### src/rtl/alu16_muldiv_seq_if.sv
// rtl/alu16_muldiv_seq_if.sv - request/result handshake bundle for the multiply/divide sequencer
//
// Signals:
//   start, op, opa, opb   request side: op 0 = multiply, 1 = divide; accepted when start && in_ready
//   in_ready              sequencer is idle and can accept a request
//   out_valid, out_ready  result handshake; result held until out_ready
//   res_hi, res_lo        mul: product[31:16] / product[15:0]; div: remainder / quotient
//   div_zero              divide with opb == 0, qualified by out_valid
// Modports: master = requester/consumer, slave = sequencer.
interface alu16_muldiv_seq_if;
    logic        start;
    logic        op;
    logic [15:0] opa;
    logic [15:0] opb;
    logic        in_ready;
    logic        out_valid;
    logic        out_ready;
    logic [15:0] res_hi;
    logic [15:0] res_lo;
    logic        div_zero;

    modport master (
        output start, op, opa, opb, out_ready,
        input  in_ready, out_valid, res_hi, res_lo, div_zero
    );

    modport slave (
        input  start, op, opa, opb, out_ready,
        output in_ready, out_valid, res_hi, res_lo, div_zero
    );
endinterface

### src/rtl/alu16_muldiv_seq.sv
// rtl/alu16_muldiv_seq.sv - multi-cycle unsigned 16x16 multiply / 16/16 divide on a shared alu_16
//
// Ports:
//   clk         rising-edge clock
//   rst         synchronous reset, active-high; aborts any operation in flight
//   bus         alu16_muldiv_seq_if.slave request/result handshake
//   alu_aluop   to alu_16 aluop {inva, invb, ci, op[1:0]}
//   alu_a       to alu_16 a
//   alu_b       to alu_16 b
//   alu_result  from alu_16 result (combinational)
// Parameters: WIDTH (operand width, 16 only), ITERS (iterations per operation, equals WIDTH).
// Optional feature macro: MULDIV_EARLY_OUT_EN - multiply finishes early once the
// remaining multiplier bits are all zero.
module alu16_muldiv_seq #(
    parameter int WIDTH = 16,
    parameter int ITERS = 16
) (
    input  logic             clk,
    input  logic             rst,
    alu16_muldiv_seq_if.slave bus,
    output logic [4:0]       alu_aluop,
    output logic [WIDTH-1:0] alu_a,
    output logic [WIDTH-1:0] alu_b,
    input  logic [WIDTH-1:0] alu_result
);
    typedef enum logic [1:0] {IDLE, MUL, DIV, DONE} state_t;

    localparam logic [4:0] ALU_NOP = 5'b00000;
    localparam logic [4:0] ALU_ADD = 5'b00010;
    localparam logic [4:0] ALU_SUB = 5'b01110;
    localparam logic [4:0] LAST    = 5'(ITERS - 1);

    state_t           state, state_next;
    // hi/lo: MUL partial product / multiplier; DIV remainder R / quotient-dividend Q.
    logic [WIDTH-1:0] hi, lo;
    // Multiplicand in MUL, divisor in DIV.
    logic [WIDTH-1:0] opnd;
    logic [WIDTH-1:0] res_hi, res_lo;
    logic             div_zero;
    logic [4:0]       count;

    logic [WIDTH-1:0] hi_next, lo_next;
    logic [WIDTH:0]   s;
    logic             y15, carry, last, early;

    assign s    = {hi, lo[WIDTH-1]};
    assign last = (count == LAST);

    // alu_16 has no carry-out; rebuild it from the sign bits of the effective operands and the sum.
    assign y15   = alu_aluop[3] ^ alu_b[WIDTH-1];
    assign carry = (alu_a[WIDTH-1] & y15) | ((alu_a[WIDTH-1] | y15) & ~alu_result[WIDTH-1]);

`ifdef MULDIV_EARLY_OUT_EN
    // Multiplier bits not yet consumed sit in lo[15-count:0].
    assign early = (state == MUL) && ((lo & ({WIDTH{1'b1}} >> count)) == '0);
`else
    assign early = 1'b0;
`endif

    always_ff @(posedge clk) begin
        if (rst) state <= IDLE;
        else     state <= state_next;
    end

    always_comb begin
        state_next = state;
        alu_aluop  = ALU_NOP;
        alu_a      = '0;
        alu_b      = '0;
        case (state)
            IDLE: begin
                if (bus.start) begin
                    if (!bus.op)             state_next = MUL;
                    else if (bus.opb == '0)  state_next = DONE;
                    else                     state_next = DIV;
                end
            end
            MUL: begin
                alu_aluop = ALU_ADD;
                alu_a     = hi;
                alu_b     = opnd;
                if (last || early) state_next = DONE;
            end
            DIV: begin
                alu_aluop = ALU_SUB;
                alu_a     = s[WIDTH-1:0];
                alu_b     = opnd;
                if (last) state_next = DONE;
            end
            DONE: begin
                if (bus.out_ready) state_next = IDLE;
            end
            default: state_next = IDLE;
        endcase
    end

    // One shift-add / restoring-subtract step per cycle.
    always_comb begin
        hi_next = hi;
        lo_next = lo;
        case (state)
            MUL: begin
`ifdef MULDIV_EARLY_OUT_EN
                if (early)
                    {hi_next, lo_next} = {hi, lo} >> (5'(WIDTH) - count);
                else
`endif
                if (lo[0])
                    {hi_next, lo_next} = {carry, alu_result, lo[WIDTH-1:1]};
                else
                    {hi_next, lo_next} = {1'b0, hi, lo[WIDTH-1:1]};
            end
            DIV: begin
                // s[16] set means the shifted remainder already exceeds any 16-bit divisor.
                if (s[WIDTH] | carry) begin
                    hi_next = alu_result;
                    lo_next = {lo[WIDTH-2:0], 1'b1};
                end else begin
                    hi_next = s[WIDTH-1:0];
                    lo_next = {lo[WIDTH-2:0], 1'b0};
                end
            end
            default: ;
        endcase
    end

    always_ff @(posedge clk) begin
        if (rst) begin
            hi       <= '0;
            lo       <= '0;
            opnd     <= '0;
            count    <= '0;
            res_hi   <= '0;
            res_lo   <= '0;
            div_zero <= 1'b0;
        end else begin
            case (state)
                IDLE: begin
                    if (bus.start) begin
                        count <= '0;
                        hi    <= '0;
                        if (!bus.op) begin
                            lo   <= bus.opb;
                            opnd <= bus.opa;
                        end else if (bus.opb != '0) begin
                            lo   <= bus.opa;
                            opnd <= bus.opb;
                        end else begin
                            res_lo   <= {WIDTH{1'b1}};
                            res_hi   <= bus.opa;
                            div_zero <= 1'b1;
                        end
                    end
                end
                MUL, DIV: begin
                    hi    <= hi_next;
                    lo    <= lo_next;
                    count <= count + 5'd1;
                    if (state_next == DONE) begin
                        res_hi   <= hi_next;
                        res_lo   <= lo_next;
                        div_zero <= 1'b0;
                    end
                end
                default: ;
            endcase
        end
    end

    assign bus.in_ready  = (state == IDLE);
    assign bus.out_valid = (state == DONE);
    assign bus.res_hi    = res_hi;
    assign bus.res_lo    = res_lo;
    assign bus.div_zero  = div_zero;
endmodule

### src/flat_wrapper.sv
// flat-port wrapper written by rule: the top's interface ports become plain ports
module alu16_muldiv_seq_flat 
#(
    parameter int WIDTH = 16,
    parameter int ITERS = 16
)
  (clk, rst, alu_aluop, alu_a, alu_b, alu_result, bus_start, bus_op, bus_opa, bus_opb, bus_out_ready, bus_in_ready, bus_out_valid, bus_res_hi, bus_res_lo, bus_div_zero);
  alu16_muldiv_seq_if bus_i ();
  input  logic clk;
  input  logic rst;
  output logic [4:0] alu_aluop;
  output logic [WIDTH-1:0] alu_a;
  output logic [WIDTH-1:0] alu_b;
  input  logic [WIDTH-1:0] alu_result;
  input wire logic [$bits(bus_i.start)-1:0] bus_start;
  input wire logic [$bits(bus_i.op)-1:0] bus_op;
  input wire logic [$bits(bus_i.opa)-1:0] bus_opa;
  input wire logic [$bits(bus_i.opb)-1:0] bus_opb;
  input wire logic [$bits(bus_i.out_ready)-1:0] bus_out_ready;
  output wire logic [$bits(bus_i.in_ready)-1:0] bus_in_ready;
  output wire logic [$bits(bus_i.out_valid)-1:0] bus_out_valid;
  output wire logic [$bits(bus_i.res_hi)-1:0] bus_res_hi;
  output wire logic [$bits(bus_i.res_lo)-1:0] bus_res_lo;
  output wire logic [$bits(bus_i.div_zero)-1:0] bus_div_zero;
  assign bus_i.start = bus_start;
  assign bus_i.op = bus_op;
  assign bus_i.opa = bus_opa;
  assign bus_i.opb = bus_opb;
  assign bus_i.out_ready = bus_out_ready;
  assign bus_in_ready = bus_i.in_ready;
  assign bus_out_valid = bus_i.out_valid;
  assign bus_res_hi = bus_i.res_hi;
  assign bus_res_lo = bus_i.res_lo;
  assign bus_div_zero = bus_i.div_zero;
  alu16_muldiv_seq #(.WIDTH(WIDTH), .ITERS(ITERS)) u_core (.clk(clk), .rst(rst), .bus(bus_i), .alu_aluop(alu_aluop), .alu_a(alu_a), .alu_b(alu_b), .alu_result(alu_result));
endmodule
### config.mk
export PLATFORM = sky130hd
export DESIGN_NAME = alu16_muldiv_seq_flat
export DESIGN_NICKNAME = d
export VERILOG_FILES = /design/src/rtl/alu16_muldiv_seq_if.sv /design/src/rtl/alu16_muldiv_seq.sv /design/src/flat_wrapper.sv
export SDC_FILE = /design/constraint.sdc
export NUM_CORES = 1
export LEC_CHECK = 0
export CORE_MARGIN = 5
export CORE_UTILIZATION = 46
export CTS_CLUSTER_SIZE = 16
export DETAILED_ROUTE_END_ITERATION = 10
export PLACE_DENSITY_LB_ADDON = 0.12
export SETUP_SLACK_MARGIN = 0.02
export SYNTH_ARGS = -nofsm -noshare
export SYNTH_HDL_FRONTEND = slang
export SYNTH_SLANG_ARGS = --single-unit
### constraint.sdc
create_clock -name clk -period 2.4 [get_ports clk]
set_input_delay 0.48 -clock clk [delete_from_list [all_inputs] [get_ports clk]]
set_output_delay 0.48 -clock clk [all_outputs]
set_load 0.02 [all_outputs]
==> flow_metrics.py <==
metrics = {
    "clocking": {
        "clock-root-buffer": "clkbuf_16",
        "cts.path.max_buffers": 2,
        "cts_max_level": 3,
        "cts.sinks": 88,
        "path_clk_slew_ns": 0.06,
        "cts_buffers": 9,
        "clk_latency_ns": 0.36,
        "cts_tree": "done",
    },
    "cells_and_area": {
        "drive_gt1_frac": 0.192,
        "final_cells": 987,
        "postLayoutCellArea_sq_um": 7750,
        "diodes": 0,
        "fin_nets": 899,
        "utilization": 0.673,
        "syn2layout_area_growth_pct": 42.4,
    },
    "logic_synthesis": {
        "synth_cell_types": 53,
        "synth_top_cell_area_share": 0.323,
        "yosysWarnings": 0,
        "avgSynthCellArea_sq_um": 7.94,
        "synth_seq_area_share": 0.323,
        "synth_seq_cells": 88,
        "synth_ff_type": "dfxtp_1",
        "ys_top_cells_by_area": "dfxtp_1 32%, mux2i_1 12%, nand2_1 6.4%",
        "synth.largest_area_cell": "dfxtp_1",
        "synth_cells": 686,
        "synthArstFlopShare": 0,
        "syn-cell-area_sq_um": 5450,
        "synth_edf_count": 0,
    },
    "setup_path": {
        "cp.required_ns": 2.65,
        "r2r_start": "u_core.count[0]$_SDFFE_PP0P_",
        "critPathMaxFanout": 7,
        "r2r-end": "u_core.bus.res_lo[7]$_SDFFE_PP0P_",
        "crit_arrival_ns": 2.61,
        "start_kind": "flip-flop",
        "worstSetupPathType": "reg -> reg",
        "r2r_cells": 10,
        "r2r_slack_ns": 0.03,
        "crit_start": "u_core.count[0]$_SDFFE_PP0P_",
        "endpoint": "u_core.bus.res_lo[7]$_SDFFE_PP0P_",
        "cp-end-kind": "flip-flop",
    },
    "status": {
        "outcome": "finished clean",
    },
    "timing": {
        "final-setup-viol-count": 0,
        "timing.final.crit_share": 0.986,
        "rsz0062_at_grt": "true",
        "min_period_ns": 2.37,
        "tightest_slew_ns": 0.701,
        "finalHoldViolCount": 0,
        "setup_tns_ns": 0,
        "postLayoutSetupSlackWorst_ns": 0.0329,
        "fin_skew_ns": 0.00749,
        "drv_slew": 0,
        "relSlewSlack": 0.533,
        "fmax_ghz": 0.422,
    },
    "detailed_routing": {
        "route.met2.wl_microns": 8620,
        "drtPass1Iterations": 5,
        "drc": 0,
        "routedWlPerCell_microns": 18.7,
        "m1WireLength_microns": 7890,
        "ant_nets": 0,
        "totalWireLength_microns": 18400,
        "drt_iter0_drc": 531,
        "route.met3.wl_microns": 1420,
        "top_layer": "met4",
        "vias_per_cell": 5.85,
        "num_vias": 5776,
    },
    "global_route": {
        "grt-ovfl-total": 0,
        "grt_pass1_wl_microns": 29000,
        "grt_pass1_vias": 5609,
        "grt_antenna_before_repair": 0,
        "gr-usage-all-layers": 0.255,
        "grt_max_degree": 70,
    },
    "floorplanning": {
        "die_h_microns": 119,
        "core_area_sq_um": 11500,
        "initial_core_util": 0.473,
        "die_w_microns": 119,
        "dieArea_sq_um": 14100,
        "num_rows": 39,
        "io_pins": 125,
    },
    "worst_hold_path": {
        "holdPathStages": 2,
        "hold_class": "reg -> reg",
    },
    "run": {
        "cap_violations": 0,
    },
    "placement": {
        "gp_congestion": 0.838,
        "place_hpwl_microns": 13200,
        "pre_cts_slack_ns": -0.255,
        "post-place-cells": 956,
        "placed_area_sq_um": 7180,
        "portBuffers": 122,
    },
    "pwr": {
        "ir_worst_vdd_uv": 362,
        "leakagePower_nw": 3.22,
        "power.density_nw_per_um2": 784,
    },
}
[how the worst min path moves through the flow]
| stage | start | endpoint | slack [ns] |
|---|---|---|---|
| after floorplan | u_core.count[4]$_SDFFE_PP0P_ | u_core.count[4]$_SDFFE_PP0P_ | 0.43 |
| after global placement | u_core.count[4]$_SDFFE_PP0P_ | u_core.count[4]$_SDFFE_PP0P_ | 0.44 |
| after detailed placement | u_core.count[4]$_SDFFE_PP0P_ | u_core.count[4]$_SDFFE_PP0P_ | 0.45 |
| after CTS | u_core.count[4]$_SDFFE_PP0P_ | u_core.count[4]$_SDFFE_PP0P_ | 0.46 |
| after global routing | u_core.bus.res_hi[11]$_SDFFE_PP0P_ | u_core.bus.res_hi[11]$_SDFFE_PP0P_ | 0.49 |
| final | u_core.bus.res_hi[6]$_SDFFE_PP0P_ | u_core.bus.res_hi[6]$_SDFFE_PP0P_ | 0.46 |
[final cells by class]
type / count / area, sq um
clock inverter: 6 / 91.3
fill: 947 / 3760
multi-input combinational: 526 / 3520
sequential: 88 / 1770
timing repair buffer: 206 / 1940
clock buffer: 10 / 229
inverter: 8 / 30.0
tap: 143 / 179
[cells in the mapped netlist (18+ instances only)]
library cell and number:
a22oi_1 30, nand2_1 93, nor2_1 54, a21oi_1 54
o31ai_1 18, dfxtp_1 88, mux2i_1 64, clkbuf_1 44
nand3_1 20, a211oi_1 18, nor3_1 30
[critical path: stages, from the launching register on]
cell     delay, ns
dfxtp_2       0.35
ha_4          0.13
and3_4        0.19
ha_4          0.12
and3b_1       0.17
a211o_1       0.17
a31oi_4       0.10
a221o_2       0.45
buf_6         0.15
buf_16        0.14
mux2_4        0.29
[routing by layer]
metal	up-vias	GRT usage
li1	2759	-
met1	2727	0.321
met2	250	0.424
met3	40	0.0531
met4	0	0.110
met5	-	0
[where the power goes]
group / internal, W / switching, W / leakage [nW]
logic: 0.00126 / 0.00136 / 2.35
registers: 0.00172 / 0.000187 / 0.725
clock network: 0.000918 / 0.000645 / 0.151
total: 0.00389 / 0.00219 / 3.22
[timing repair]
item                       4_1_cts  5_1_grt
cloned                           2        1
setup buffers                    2       11
setup endpoints to repair       54       49
hold endpoints to repair         0        0
hold buffers                     0        0
pin swaps                        8        4
gates resized for setup         59       31
[placed cells by master, fill, tap and decap left out, drive strengths merged, types with 3 or more instances in the layout]
master         netlist  routed
nand2               93      93
dfxtp               88      88
buf                 21      85
clkdlybuf4s50        0      84
mux2i               64      64
a21oi               54      54
nor2                54      54
nor3                30      30
a22oi               30      30
nand3               21      21
dlygate4sd2          0      20
a211oi              18      18
o31ai               18      18
and2                17      17
nor2b               17      17
a21boi              17      17
a21o                16      16
o21ai               16      16
mux2                15      15
clkbuf              44      14
clkdlybuf4s15        0      12
inv                  6       7
ha                   7       7
nor4                 5       5
clkinv               2       3
a31oi                3       3
or3                  3       3
[metrics by stage]
| stage | total power (W) | hold slack (ns) |
|---|---|---|
| 2_1_floorplan | 0.00335 | 0.432 |
| 3_3_place_gp | 0.00426 | 0.439 |
| 3_5_place_dp | 0.00431 | 0.454 |
| 4_1_cts | 0.00597 | 0.463 |
| 5_1_grt | 0.00638 | 0.487 |
| 6_report | 0.00608 | 0.458 |
[sequential cells by signal (all words and copies together) (netlist names)]
signal	count
u_core.bus.div_zero	1
u_core.bus.res_hi	16
u_core.bus.res_lo	16
u_core.count	5
u_core.hi	16
u_core.lo	16
u_core.opnd	16
u_core.state	2
[cell families (layout without fill, tap and decap cells)]
| logic type | Yosys count | in the layout | synth area share |
|---|---|---|---|
| multiplexers | 79 | 79 | 0.158 |
| other | 1 | 2 | 0.000689 |
| AO/OA/AOI/OAI | 187 | 187 | 0.229 |
| XOR/XNOR | 1 | 1 | 0.00161 |
| flip-flops | 88 | 88 | 0.323 |
| adder cells (fa/ha/maj) | 7 | 7 | 0.0161 |
| buffers and inverters | 73 | 230 | 0.0588 |
| AND/OR/NAND/NOR | 250 | 250 | 0.213 |
No activity file was read; power rests on OpenSTA's default activity.
